## src/rtl/picorv32_axi_slave_mem.sv

```systemverilog
// AXI4-lite responder bridging an AXI4-lite master onto the picorv32 native
// mem_valid/mem_ready handshake. One transaction in flight; AW, W and AR each
// have a one-entry holding buffer so masters can run ahead of the memory.
module picorv32_axi_slave_mem #(
   parameter int unsigned READ_FIRST  = 0,
   parameter int unsigned FORCE_ALIGN = 1
) (
   input  logic        clk,
   input  logic        reset,
   input  logic        mem_axi_awvalid,
   output logic        mem_axi_awready,
   input  logic [31:0] mem_axi_awaddr,
   input  logic [2:0]  mem_axi_awprot,
   input  logic        mem_axi_wvalid,
   output logic        mem_axi_wready,
   input  logic [31:0] mem_axi_wdata,
   input  logic [3:0]  mem_axi_wstrb,
   output logic        mem_axi_bvalid,
   input  logic        mem_axi_bready,
   input  logic        mem_axi_arvalid,
   output logic        mem_axi_arready,
   input  logic [31:0] mem_axi_araddr,
   input  logic [2:0]  mem_axi_arprot,
   output logic        mem_axi_rvalid,
   input  logic        mem_axi_rready,
   output logic [31:0] mem_axi_rdata,
   output logic        mem_valid,
   output logic        mem_instr,
   input  logic        mem_ready,
   output logic [31:0] mem_addr,
   output logic [31:0] mem_wdata,
   output logic [3:0]  mem_wstrb,
   input  logic [31:0] mem_rdata
);

   typedef enum logic [1:0] {StIdle, StMem, StBresp, StRresp} state_e;

   state_e      state_q, state_d;
   logic        aw_full_q, aw_full_d;
   logic [31:0] aw_addr_q, aw_addr_d;
   logic        w_full_q, w_full_d;
   logic [31:0] w_data_q, w_data_d;
   logic [3:0]  w_strb_q, w_strb_d;
   logic        ar_full_q, ar_full_d;
   logic [31:0] ar_addr_q, ar_addr_d;
   logic        ar_instr_q, ar_instr_d;
   logic        last_read_q, last_read_d;
   logic        cur_read_q, cur_read_d;
   logic        mem_valid_q, mem_valid_d;
   logic        mem_instr_q, mem_instr_d;
   logic [31:0] mem_addr_q, mem_addr_d;
   logic [31:0] mem_wdata_q, mem_wdata_d;
   logic [3:0]  mem_wstrb_q, mem_wstrb_d;
   logic        bvalid_q, bvalid_d;
   logic        rvalid_q, rvalid_d;
   logic [31:0] rdata_q, rdata_d;

   logic write_elig, issue, pick_read, mem_done;
   logic unused_prot;

   // Protection bits other than the instruction-fetch flag carry no meaning here
   assign unused_prot = ^{mem_axi_awprot, mem_axi_arprot[1:0]};

   assign write_elig = aw_full_q && w_full_q;
   assign issue      = (state_q == StIdle) && (write_elig || ar_full_q);
   // Tie: fixed read priority, or alternate against the last served type
   assign pick_read  = ar_full_q && (!write_elig || (READ_FIRST != 0) || !last_read_q);
   assign mem_done   = (state_q == StMem) && mem_ready;

   assign mem_axi_awready = !aw_full_q;
   assign mem_axi_wready  = !w_full_q;
   assign mem_axi_arready = !ar_full_q;
   assign mem_axi_bvalid  = bvalid_q;
   assign mem_axi_rvalid  = rvalid_q;
   assign mem_axi_rdata   = rdata_q;
   assign mem_valid       = mem_valid_q;
   assign mem_instr       = mem_instr_q;
   assign mem_addr        = mem_addr_q;
   assign mem_wdata       = mem_wdata_q;
   assign mem_wstrb       = mem_wstrb_q;

   function automatic logic [31:0] align_addr(input logic [31:0] a);
      return (FORCE_ALIGN != 0) ? {a[31:2], 2'b00} : a;
   endfunction

   // State and datapath registers with synchronous reset
   always_ff @(posedge clk) begin
      if (reset) begin
         state_q     <= StIdle;
         aw_full_q   <= 1'b0;
         aw_addr_q   <= '0;
         w_full_q    <= 1'b0;
         w_data_q    <= '0;
         w_strb_q    <= '0;
         ar_full_q   <= 1'b0;
         ar_addr_q   <= '0;
         ar_instr_q  <= 1'b0;
         last_read_q <= 1'b0;
         cur_read_q  <= 1'b0;
         mem_valid_q <= 1'b0;
         mem_instr_q <= 1'b0;
         mem_addr_q  <= '0;
         mem_wdata_q <= '0;
         mem_wstrb_q <= '0;
         bvalid_q    <= 1'b0;
         rvalid_q    <= 1'b0;
         rdata_q     <= '0;
      end else begin
         state_q     <= state_d;
         aw_full_q   <= aw_full_d;
         aw_addr_q   <= aw_addr_d;
         w_full_q    <= w_full_d;
         w_data_q    <= w_data_d;
         w_strb_q    <= w_strb_d;
         ar_full_q   <= ar_full_d;
         ar_addr_q   <= ar_addr_d;
         ar_instr_q  <= ar_instr_d;
         last_read_q <= last_read_d;
         cur_read_q  <= cur_read_d;
         mem_valid_q <= mem_valid_d;
         mem_instr_q <= mem_instr_d;
         mem_addr_q  <= mem_addr_d;
         mem_wdata_q <= mem_wdata_d;
         mem_wstrb_q <= mem_wstrb_d;
         bvalid_q    <= bvalid_d;
         rvalid_q    <= rvalid_d;
         rdata_q     <= rdata_d;
      end
   end

   // Next-state: one request to memory, then its response, then back to idle
   always_comb begin
      state_d = state_q;
      case (state_q)
         StIdle:  if (issue) state_d = StMem;
         StMem:   if (mem_ready) state_d = cur_read_q ? StRresp : StBresp;
         StBresp: if (mem_axi_bready) state_d = StIdle;
         StRresp: if (mem_axi_rready) state_d = StIdle;
         default: state_d = StIdle;
      endcase
   end

   // Holding buffers: capture when empty, release when memory completes the request
   always_comb begin
      aw_full_d  = aw_full_q;
      aw_addr_d  = aw_addr_q;
      w_full_d   = w_full_q;
      w_data_d   = w_data_q;
      w_strb_d   = w_strb_q;
      ar_full_d  = ar_full_q;
      ar_addr_d  = ar_addr_q;
      ar_instr_d = ar_instr_q;
      if (mem_done && !cur_read_q) begin
         aw_full_d = 1'b0;
         w_full_d  = 1'b0;
      end
      if (mem_done && cur_read_q) ar_full_d = 1'b0;
      if (mem_axi_awvalid && !aw_full_q) begin
         aw_full_d = 1'b1;
         aw_addr_d = mem_axi_awaddr;
      end
      if (mem_axi_wvalid && !w_full_q) begin
         w_full_d = 1'b1;
         w_data_d = mem_axi_wdata;
         w_strb_d = mem_axi_wstrb;
      end
      if (mem_axi_arvalid && !ar_full_q) begin
         ar_full_d  = 1'b1;
         ar_addr_d  = mem_axi_araddr;
         ar_instr_d = mem_axi_arprot[2];
      end
   end

   // Registered outputs: native request launch/retire and AXI responses
   always_comb begin
      last_read_d = last_read_q;
      cur_read_d  = cur_read_q;
      mem_valid_d = mem_valid_q;
      mem_instr_d = mem_instr_q;
      mem_addr_d  = mem_addr_q;
      mem_wdata_d = mem_wdata_q;
      mem_wstrb_d = mem_wstrb_q;
      bvalid_d    = bvalid_q;
      rvalid_d    = rvalid_q;
      rdata_d     = rdata_q;
      if (issue) begin
         mem_valid_d = 1'b1;
         cur_read_d  = pick_read;
         last_read_d = pick_read;
         if (pick_read) begin
            mem_addr_d  = align_addr(ar_addr_q);
            mem_wdata_d = '0;
            mem_wstrb_d = '0;
            mem_instr_d = ar_instr_q;
         end else begin
            mem_addr_d  = align_addr(aw_addr_q);
            mem_wdata_d = w_data_q;
            mem_wstrb_d = w_strb_q;
            mem_instr_d = 1'b0;
         end
      end
      if (mem_done) begin
         mem_valid_d = 1'b0;
         if (cur_read_q) begin
            rvalid_d = 1'b1;
            rdata_d  = mem_rdata;
         end else begin
            bvalid_d = 1'b1;
         end
      end
      if ((state_q == StBresp) && mem_axi_bready) bvalid_d = 1'b0;
      if ((state_q == StRresp) && mem_axi_rready) rvalid_d = 1'b0;
   end

endmodule

```

## config.mk

```make
export PLATFORM = sky130hd
export DESIGN_NAME = picorv32_axi_slave_mem
export DESIGN_NICKNAME = d
export VERILOG_FILES = /design/src/rtl/picorv32_axi_slave_mem.sv
export SDC_FILE = /design/constraint.sdc
export NUM_CORES = 1
export LEC_CHECK = 0
export ABC_AREA = 1
export BUFFER_PORTS_ARGS = -buffer_cell sky130_fd_sc_hd__buf_2
export CAP_MARGIN = 20
export CELL_PAD_IN_SITES_DETAIL_PLACEMENT = 1
export CELL_PAD_IN_SITES_GLOBAL_PLACEMENT = 2
export CORE_MARGIN = 2
export CORE_UTILIZATION = 27
export DETAILED_ROUTE_END_ITERATION = 8
export GPL_TIMING_DRIVEN = 1
export PLACE_DENSITY = 0.87
export SLEW_MARGIN = 25
export SYNTH_ARGS = -nofsm -noshare
export SYNTH_HDL_FRONTEND = slang
export SYNTH_SLANG_ARGS = --single-unit
```

## constraint.sdc

```tcl
create_clock -name clk -period 1.4 [get_ports clk]
set_input_delay 0.28 -clock clk [delete_from_list [all_inputs] [get_ports clk]]
set_output_delay 0.28 -clock clk [all_outputs]
set_load 0.005 [all_outputs]
```

==> reports/results.txt <==
WL/cell: 15.0 um
Antenna violations before repair: 2
ANT cells: 0
Worst hold slack: 0.0155 ns
Starting Density: 0.275
Detail Route Antenna Nets: 0
Core Box Area: 29700 um^2
Leak pwr: 0.00516 uW
Clk sinks: 205
Required @ worst endpoint: 1.12 ns
Final WS setup: 0.0535 ns
Buffers & Inverters on Critical Path: 2
First-pass GRT wire length: 42000 um
Overall Global Routing Usage: 0.164
Pwr per Cell Area: 1500 nW/um^2
Clk_skew: 0.0128 ns
Pins Over Slew Limit: 0
CTS Buf Count: 25
Fillers: 3729
CTS Buffer Depth: 3
Die X: 178 um
Fin nets: 1509
Final min period: 1.35 ns
Worst-Skew Late Latency: 0.52 ns
RSZ-0062 raised after global routing: false
Via count of the first global-routing pass: 8066
Die area: 31600 um^2
Worst-path fanout max: 4
Row count: 63
CTS tree: done
Ys Warns: 0
Worst path slowest cell: dfxtp_4
Detailed Place HPWL: 17800 um
Pre-antenna DRT Iters: 6
Fmax: 743 MHz
Die Span Y: 178 um
Period utilisation layout: 0.962
WL final: 26600 um
Worst Setup Start Kind: register
Syn avg cell area: 7.21 um^2
CTS H-tree depth: 1
Max stage delay on crit path: 0.36 ns
Kind of critical path: reg -> out
CP cell instances: inv_2, buf_2
Worst VDD drop: 681 uV
Vias: 7994
Worst R2R Setup Slack: 0.13 ns
Endpoints failing setup: 0
Max Cap Viol: 0
1st-iter DRT viols: 329
Largest net degree at the start of global routing: 81
Pre-CTS setup slack: 0.0377 ns
Root Buffer: clkbuf_16
Port Buf Inserts: 241
Crit path max-delay family: flip-flops
Post-Syn Area: 8160 um^2
Clk slew on worst S/H paths: 0.06 ns
Remaining DRCs: 0
Hold Path Class: in -> reg
Synth Instances: 1133
P&R area growth vs syn: 32.9%
Cell variety after synth: 21
I/O pin cnt: 253
GRT overflow: 0
Routability congestion estimate from global placement: 0.735
Number of vias per cell: 4.51
Share of layout cells above drive strength 1: 0.240
Crit path arrival time: 1.07 ns
Seq/Total Area, Yosys: 0.503
Final setup TNS: 0 ns
Worst Setup End Kind: output port
Status: complete, no violations
FF+latch count, synth: 205
Hold Vio Cnt, Final: 0
-- timing repair --
item / in CTS / in global routing
gates cloned: 0 / 0
gates resized for setup: 3 / 3
buffers inserted: 0 / 0
hold buffers: 15 / 0
hold endpoints to repair: 15 / 0
setup endpoints to repair: 2 / 35
pin swaps: 0 / 0
-- worst reg2reg max path, stage by stage (launching register included) --
cell     delay [ns]
dfxtp_2        0.34
buf_4          0.22
nand2_2        0.13
buf_12         0.20
nand2_1        0.11
nand3_1        0.07
nand2_1        0.07
inv_1          0.04
-- sequential cells by signal, indices dropped and copies added, names as in the netlist --
register,cells
mem_wstrb,4
mem_wdata,32
w_full_q,1
aw_full_q,1
mem_valid,1
mem_addr,30
mem_axi_rvalid,1
mem_axi_rdata,32
ar_instr_q,1
ar_full_q,1
w_data_q,32
cur_read_q,1
w_strb_q,4
mem_instr,1
mem_axi_bvalid,1
ar_addr_q,30
aw_addr_q,30
state_q,2
-- synth_stat cells, drive strengths merged --
| cell | count | share of area |
|---|---|---|
| inv | 112 | 0.051 |
| clkbuf | 41 | 0.019 |
| nand3b | 1 | 0.00092 |
| a21oi | 105 | 0.064 |
| nand3 | 70 | 0.045 |
| nand2 | 183 | 0.085 |
| buf | 46 | 0.033 |
| dfxtp | 205 | 0.50 |
| conb | 1 | 0.00046 |
| nand4 | 33 | 0.025 |
| o21ai | 98 | 0.060 |
| nor2 | 238 | 0.11 |
-- final timing paths --
path	end	start	depth (start not counted)
setup / recovery	mem_axi_wready	w_full_q$_SDFFE_PP0P_	2
hold / removal	ar_addr_q[25]$_SDFFE_PP0P_	mem_axi_araddr[25]	3
setup reg to reg	mem_addr[8]$_SDFFE_PP0P_	ar_full_q$_SDFFE_PP0P_	7
hold reg to reg	mem_axi_bvalid$_SDFFE_PP0P_	mem_axi_bvalid$_SDFFE_PP0P_	2
-- cells in the final DEF, fill, tap and decap left out --
| cell type | n |
|---|---|
| a21oi_1 | 105 |
| buf_12 | 12 |
| buf_2 | 240 |
| buf_4 | 20 |
| buf_6 | 2 |
| bufinv_16 | 2 |
| clkbuf_1 | 5 |
| clkbuf_16 | 25 |
| clkbuf_8 | 7 |
| clkinv_2 | 4 |
| conb_1 | 2 |
| dfxtp_1 | 201 |
| dfxtp_2 | 3 |
| dfxtp_4 | 1 |
| dlygate4sd3_1 | 15 |
| inv_1 | 106 |
| inv_2 | 5 |
| inv_4 | 1 |
| inv_6 | 1 |
| inv_8 | 1 |
| nand2_1 | 180 |
| nand2_2 | 2 |
| nand2_4 | 1 |
| nand3_1 | 68 |
| nand3_2 | 1 |
| nand3_4 | 1 |
| nand3b_1 | 1 |
| nand4_1 | 33 |
| nor2_1 | 236 |
| nor2_4 | 1 |
| nor2_8 | 1 |
| o21ai_0 | 98 |
-- metal layers --
layer,global-route usage,share of wire,vias up
met5,0,0.00079,-
met4,0.0372,0.019,4
met3,0.0289,0.053,37
met2,0.277,0.46,206
met1,0.219,0.47,3714
li1,-,-,4033
-- area by class of cell --
cell class                 instances  area, um^2  area share
inverter                         112         423      0.0390
sequential                       205        4110       0.379
clock buffer                      37         741      0.0683
multi-input combinational        730        3220       0.297
timing repair buffer             289        1760       0.163
clock inverter                     8         100     0.00923
tap                              390         488      0.0450
-- power by group --
group	total [uW]	internal, uW	switching, uW	leakage [uW]
Sequential	6770	6440	331	0.00169
Clock	6560	4020	2530	0.000419
Combinational	2970	1200	1770	0.00305
Total	16300	11700	4630	0.00516
-- per-stage QoR --
stage / util / total power (uW) / cells / cell area (um^2)
after global routing: 0.365 / 17300 / 1771 / 10800
final: 0.365 / 16300 / 1771 / 10800
after CTS: 0.365 / 16600 / 1771 / 10800
after floorplan: - / 8620 / 1134 / 8170
after global placement: 0.331 / 9800 / 1711 / 9840
after detailed placement: 0.331 / 9880 / 1711 / 9840
-- cells by family after synthesis --
| family | after synthesis | synth area share |
|---|---|---|
| buffers and inverters | 199 | 0.104 |
| other | 1 | 0.000459 |
| AND/OR/NAND/NOR | 525 | 0.269 |
| AO/OA/AOI/OAI | 203 | 0.124 |
| flip-flops | 205 | 0.503 |
(Power assumes the default switching activity.)
